$ cat src/rtl/wb_rr_arbiter_pkg.sv
// Shared definitions for the two-master Wishbone round-robin arbiter:
// grant state encoding, cycle-type constants and bus widths.
package wb_rr_arbiter_pkg;

  localparam int ADR_W = 32;
  localparam int DAT_W = 32;
  localparam int SEL_W = 4;

  localparam logic [2:0] CTI_CLASSIC = 3'b000;
  localparam logic [2:0] CTI_INCR    = 3'b010;
  localparam logic [2:0] CTI_EOB     = 3'b111;

  typedef enum logic [1:0] {
    ST_IDLE = 2'd0,
    ST_OWN0 = 2'd1,
    ST_OWN1 = 2'd2
  } arb_state_t;

endpackage

$ cat src/rtl/wb_watchdog.sv
// Bus watchdog: counts strobe cycles without a slave response and flags expiry
// on the TIMEOUT-th such cycle. Also used by the conbus slave-timeout path.
module wb_watchdog #(
  parameter int TIMEOUT = 256,
  parameter int TO_W    = 16
) (
  input  logic i_clk,
  input  logic i_rst,
  input  logic i_en,
  input  logic i_stb,
  input  logic i_resp,
  output logic o_expire
);

  localparam logic [TO_W-1:0] LP_LAST = TO_W'(TIMEOUT - 1);

  logic [TO_W-1:0] r_cnt;
  logic            w_clear;

  // A response in the expiry cycle takes priority, so the access completes normally.
  assign o_expire = i_en & i_stb & ~i_resp & ~i_rst & (r_cnt == LP_LAST);
  assign w_clear  = ~i_en | ~i_stb | i_resp | o_expire;

  always_ff @(posedge i_clk) begin
    if (i_rst || w_clear) begin
      r_cnt <= '0;
    end else begin
      r_cnt <= r_cnt + 1'b1;
    end
  end

endmodule

$ cat src/rtl/wb_rr_arbiter.sv
// Two-master to one-slave Wishbone B3 arbiter. Round-robin grant held for the
// whole CYC span, combinational slave mux, and a watchdog that errors stuck accesses.
module wb_rr_arbiter
  import wb_rr_arbiter_pkg::*;
#(
  parameter int TIMEOUT = 256,
  parameter int TO_W    = 16
) (
  input  logic             clk_i,
  input  logic             rst_i,
  input  logic [ADR_W-1:0] m0_adr_i,
  input  logic [DAT_W-1:0] m0_dat_i,
  output logic [DAT_W-1:0] m0_dat_o,
  input  logic [SEL_W-1:0] m0_sel_i,
  input  logic             m0_we_i,
  input  logic             m0_cyc_i,
  input  logic             m0_stb_i,
  input  logic [2:0]       m0_cti_i,
  input  logic [1:0]       m0_bte_i,
  input  logic             m0_lock_i,
  output logic             m0_ack_o,
  output logic             m0_err_o,
  output logic             m0_rty_o,
  input  logic [ADR_W-1:0] m1_adr_i,
  input  logic [DAT_W-1:0] m1_dat_i,
  output logic [DAT_W-1:0] m1_dat_o,
  input  logic [SEL_W-1:0] m1_sel_i,
  input  logic             m1_we_i,
  input  logic             m1_cyc_i,
  input  logic             m1_stb_i,
  input  logic [2:0]       m1_cti_i,
  input  logic [1:0]       m1_bte_i,
  input  logic             m1_lock_i,
  output logic             m1_ack_o,
  output logic             m1_err_o,
  output logic             m1_rty_o,
  output logic [ADR_W-1:0] s_adr_o,
  output logic [DAT_W-1:0] s_dat_o,
  input  logic [DAT_W-1:0] s_dat_i,
  output logic [SEL_W-1:0] s_sel_o,
  output logic             s_we_o,
  output logic             s_cyc_o,
  output logic             s_stb_o,
  output logic [2:0]       s_cti_o,
  output logic [1:0]       s_bte_o,
  output logic             s_lock_o,
  input  logic             s_ack_i,
  input  logic             s_err_i,
  input  logic             s_rty_i,
  output logic [1:0]       gnt_o,
  output logic             timeout_o
);

  arb_state_t r_state, w_state_nxt;
  logic       r_last, w_last_nxt;
  logic       w_own0, w_own1, w_own_cyc, w_own_stb, w_resp, w_expire;

  assign w_own0 = (r_state == ST_OWN0);
  assign w_own1 = (r_state == ST_OWN1);
  assign w_resp = s_ack_i | s_err_i | s_rty_i;

  always_ff @(posedge clk_i) begin
    if (rst_i) begin
      r_state <= ST_IDLE;
      r_last  <= 1'b1;
    end else begin
      r_state <= w_state_nxt;
      r_last  <= w_last_nxt;
    end
  end

  // Handover goes straight to the waiting master, so there is no idle cycle between owners.
  always_comb begin
    w_state_nxt = r_state;
    w_last_nxt  = r_last;
    case (r_state)
      ST_IDLE: begin
        if (m0_cyc_i && m1_cyc_i) w_state_nxt = r_last ? ST_OWN0 : ST_OWN1;
        else if (m0_cyc_i)        w_state_nxt = ST_OWN0;
        else if (m1_cyc_i)        w_state_nxt = ST_OWN1;
      end
      ST_OWN0: begin
        if (!m0_cyc_i) begin
          w_last_nxt  = 1'b0;
          w_state_nxt = m1_cyc_i ? ST_OWN1 : ST_IDLE;
        end
      end
      ST_OWN1: begin
        if (!m1_cyc_i) begin
          w_last_nxt  = 1'b1;
          w_state_nxt = m0_cyc_i ? ST_OWN0 : ST_IDLE;
        end
      end
      default: w_state_nxt = ST_IDLE;
    endcase
  end

  always_comb begin
    s_adr_o   = '0;
    s_dat_o   = '0;
    s_sel_o   = '0;
    s_we_o    = 1'b0;
    s_cti_o   = '0;
    s_bte_o   = '0;
    s_lock_o  = 1'b0;
    w_own_cyc = 1'b0;
    w_own_stb = 1'b0;
    if (w_own0) begin
      s_adr_o   = m0_adr_i;
      s_dat_o   = m0_dat_i;
      s_sel_o   = m0_sel_i;
      s_we_o    = m0_we_i;
      s_cti_o   = m0_cti_i;
      s_bte_o   = m0_bte_i;
      s_lock_o  = m0_lock_i;
      w_own_cyc = m0_cyc_i;
      w_own_stb = m0_stb_i;
    end else if (w_own1) begin
      s_adr_o   = m1_adr_i;
      s_dat_o   = m1_dat_i;
      s_sel_o   = m1_sel_i;
      s_we_o    = m1_we_i;
      s_cti_o   = m1_cti_i;
      s_bte_o   = m1_bte_i;
      s_lock_o  = m1_lock_i;
      w_own_cyc = m1_cyc_i;
      w_own_stb = m1_stb_i;
    end
  end

  wb_watchdog #(
    .TIMEOUT (TIMEOUT),
    .TO_W    (TO_W)
  ) u_watchdog (
    .i_clk    (clk_i),
    .i_rst    (rst_i),
    .i_en     (w_own0 | w_own1),
    .i_stb    (w_own_stb),
    .i_resp   (w_resp),
    .o_expire (w_expire)
  );

  assign s_cyc_o   = w_own_cyc;
  assign s_stb_o   = w_own_stb & ~w_expire;
  assign gnt_o     = {w_own1, w_own0};
  assign timeout_o = w_expire;

  // Responses are blocked during reset so an in-flight beat is never completed.
  assign m0_ack_o = w_own0 & ~rst_i & s_ack_i;
  assign m0_err_o = w_own0 & ~rst_i & (s_err_i | w_expire);
  assign m0_rty_o = w_own0 & ~rst_i & s_rty_i;
  assign m1_ack_o = w_own1 & ~rst_i & s_ack_i;
  assign m1_err_o = w_own1 & ~rst_i & (s_err_i | w_expire);
  assign m1_rty_o = w_own1 & ~rst_i & s_rty_i;
  assign m0_dat_o = s_dat_i;
  assign m1_dat_o = s_dat_i;

endmodule

$ cat config.mk
export PLATFORM = sky130hd
export DESIGN_NAME = wb_rr_arbiter
export DESIGN_NICKNAME = d
export VERILOG_FILES = /design/src/rtl/wb_rr_arbiter_pkg.sv /design/src/rtl/wb_watchdog.sv /design/src/rtl/wb_rr_arbiter.sv
export SDC_FILE = /design/constraint.sdc
export NUM_CORES = 1
export LEC_CHECK = 0
export ABC_CLOCK_PERIOD_IN_PS = 2700
export CORE_AREA = 2 2 131 133
export DETAILED_ROUTE_END_ITERATION = 7
export DIE_AREA = 0 0 133 135
export SYNTH_ARGS = -nofsm -noshare
export SYNTH_HDL_FRONTEND = slang
export SYNTH_HIERARCHICAL = 1
export SYNTH_SLANG_ARGS = --single-unit
$ cat constraint.sdc
create_clock -name clk_i -period 2.7 [get_ports clk_i]
set_clock_uncertainty 0.15 [all_clocks]
set_input_delay 0.81 -clock clk_i [delete_from_list [all_inputs] [get_ports clk_i]]
set_output_delay 0.81 -clock clk_i [all_outputs]
set_load 0.01 [all_outputs]
==> impl_metrics.yaml <==
run_status:
  status: "finished with violations"
  violations: "setup timing"
flow_run:
  cap_violations: 0
timing:
  tns_ns: -1.83
  period_share: 1.19
  slew_headroom: 0.752
  tightest_slew_ns: 0.369
  hold_violations: 0
  maxSlewViolCount: 0
  max_freq_mhz: 312
  rsz0062_at_grt: "yes"
  period_minus_slack_ns: 3.21
  fin_ws_ns: -0.508
  setup-violations-final: 5
worst_setup_path:
  cp_data_arrival_time_ns: 2.25
  end_kind: "primary output"
  crit_path_start: "u_watchdog/r_cnt[9]"
  start_kind: "flip-flop"
  critPathMaxFanout: 2
  required_ns: 1.74
  worstReg2RegStart: "u_watchdog/r_cnt[9]"
  worst-setup-path-type: "flip-flop to primary output"
yosys:
  synth_edf_count: 0
  synth.most_common_cell: "a22o_1"
  avgSynthCellArea_sq_um: 8.43
  synth.area.top_cells: "a22o_1, buf_4, dfxtp_1, xnor2_1, buf_8"
  yosys.area.top_type_share: 0.278
  yosysTopAreaCell: "a22o_1"
  synth_flop_cell: "dfxtp_1"
  yosysSeqAreaShare: 0.161
  syn_nets: 476
  syn_area_sq_um: 2360
  synth.distinct_cells: 35
  async_flop_share: 0
  synth_common_cells: "a22o_1, buf_4, nor2_1"
  ys_warn_count: 6
  netlist_instances: 280
  synth_seq_cells: 19
die:
  io_pins: 341
  die_h_um: 135
  start_util: 0.144
  die_w_um: 133
  dieArea_sq_um: 18000
  core_area_sq_um: 16400
  fp-row-count: 47
global_routing:
  gr-total-overflow: 0
  grt_max_degree: 34
  grt_usage: 0.158
  grt_pass1_vias: 3155
  antenna_found_initial: 3
  grt_pass1_wl_mm: 20.9
route:
  routed_via_density: 4.22
  drc_errors: 0
  drtAntennaViolNets: 0
  first_pass_iters: 5
  drt-total-wl_mm: 15.2
  wl_per_cell_um: 21.0
  drt_iter0_markers: 99
  vias: 3057
clock_tree:
  cts_buffers: 3
  clock-root-buffer: "clkbuf_16"
  cts_tree: "yes"
  numClockSinks: 19
  path_clk_slew_ns: 0.05
  clock_latency_ns: 0.25
  htree_levels: 1
  clockBufferDepth: 2
power:
  power.total_mw: 1.91
  power_density_nw_per_um2: 385
  ir_drop_mv: 0.171
  p_leak_nw: 2.16
place:
  globalplace.congestion: 0.867
  io_buffers: 244
  place_inst: 696
  place_hpwl_mm: 11.9
  post-place-ws_ns: -1.16
cells_and_area:
  drive_gt1_frac: 0.337
  fin_cells: 724
  area_growth_pct: 110
  nets: 698
  fin_util: 0.302
hold_path:
  hold_class: "flip-flop to flip-flop"
  holdCritStartpoint: "u_watchdog/r_cnt[0]"
[cell usage in the layout (no fill, tap or decap), drive strengths merged]
cell type and count:
inv 7, nor2b 3, or3 1, nor3 4, clkbuf 12, and3 1, xnor2 12, diode 3
dlymetal6s2s 3, buf 128, clkdlybuf4s15 4, nand4 5, nor3b 2, o21ai 3, a311oi 1, nor4 5
ha 5, a22o 75, o311a 1, clkdlybuf4s50 151, nor4b 2, o221ai 1, xor2 2, or4 3
and3b 4, dlygate4sd2 9, o31ai 2, dfxtp 19, o211ai 1, nand3 4, nor2 21, a31oi 1
nand2 9
[sequential cells by signal, summed over array words and instances, names as in the netlist]
| register | count |
|---|---|
| r_last | 1 |
| u_watchdog/r_cnt | 16 |
| r_state | 2 |
[through the flow]
step,cell area [sq um],hold slack [ns]
4_1_cts,4770,0.373
2_1_floorplan,2390,0.268
6_report,4950,0.365
5_1_grt,4940,0.410
3_5_place_dp,4730,0.364
3_3_place_gp,4730,0.349
[per-layer routing]
metal  up-vias  track usage  share of wire
met5         -            0              0
met4         0       0.0239         0.0093
met3        25       0.0567          0.092
met2       177        0.280           0.49
met1      1437        0.186           0.41
li1       1418            -              -
[final timing paths]
kind | endpoint | slack, ns | cells past startpoint
min | u_watchdog/r_cnt[0] | 0.37 | 2
min reg2reg | u_watchdog/r_cnt[0] | 0.37 | 2
max reg2reg | u_watchdog/r_cnt[2] | 0.71 | 5
max | m0_err_o | -0.51 | 6
[critical path, cell delays in order, from the launching register on]
cell,delay (ns)
dfxtp_2,0.31
or4_1,0.50
or4_4,0.51
nor4_4,0.21
nor2_2,0.10
nor3b_2,0.18
buf_4,0.17
[cell families (layout without fill, tap and decap cells)]
logic type / Yosys count / in the layout / synth area share
adders and majority gates: 5 / 5 / 0.0265
DFF: 19 / 19 / 0.161
buffers and inverters: 93 / 314 / 0.299
AOI/OAI and AO/OA: 85 / 85 / 0.309
other: 0 / 3 / 0
xor gates and xnor gates: 14 / 14 / 0.0520
and+or+nand+nor: 64 / 64 / 0.153
[power breakdown]
group,internal [mW],switching [mW],total (mW)
clock network,0.201,0.104,0.305
registers,0.292,0.0120,0.304
logic,0.730,0.567,1.30
[repair_timing]
item | CTS | global route
pin swaps | 8 | 12
endpoints found under the setup margin | 85 | 71
cloned | 4 | 2
gates resized for setup | 334 | 52
hold buffers | 0 | 0
buffers inserted | 11 | 6
[final cells by class]
cell class / count / area (sq um)
fill: 1736 / 11500
timing repair buffer: 303 / 2760
multi-input combinational: 168 / 1410
sequential: 19 / 390
tap: 220 / 275
clock buffer: 4 / 78.8
inverter: 7 / 31.3
antenna: 3 / 7.51
Note: power is estimated with default switching activity, not from simulation.
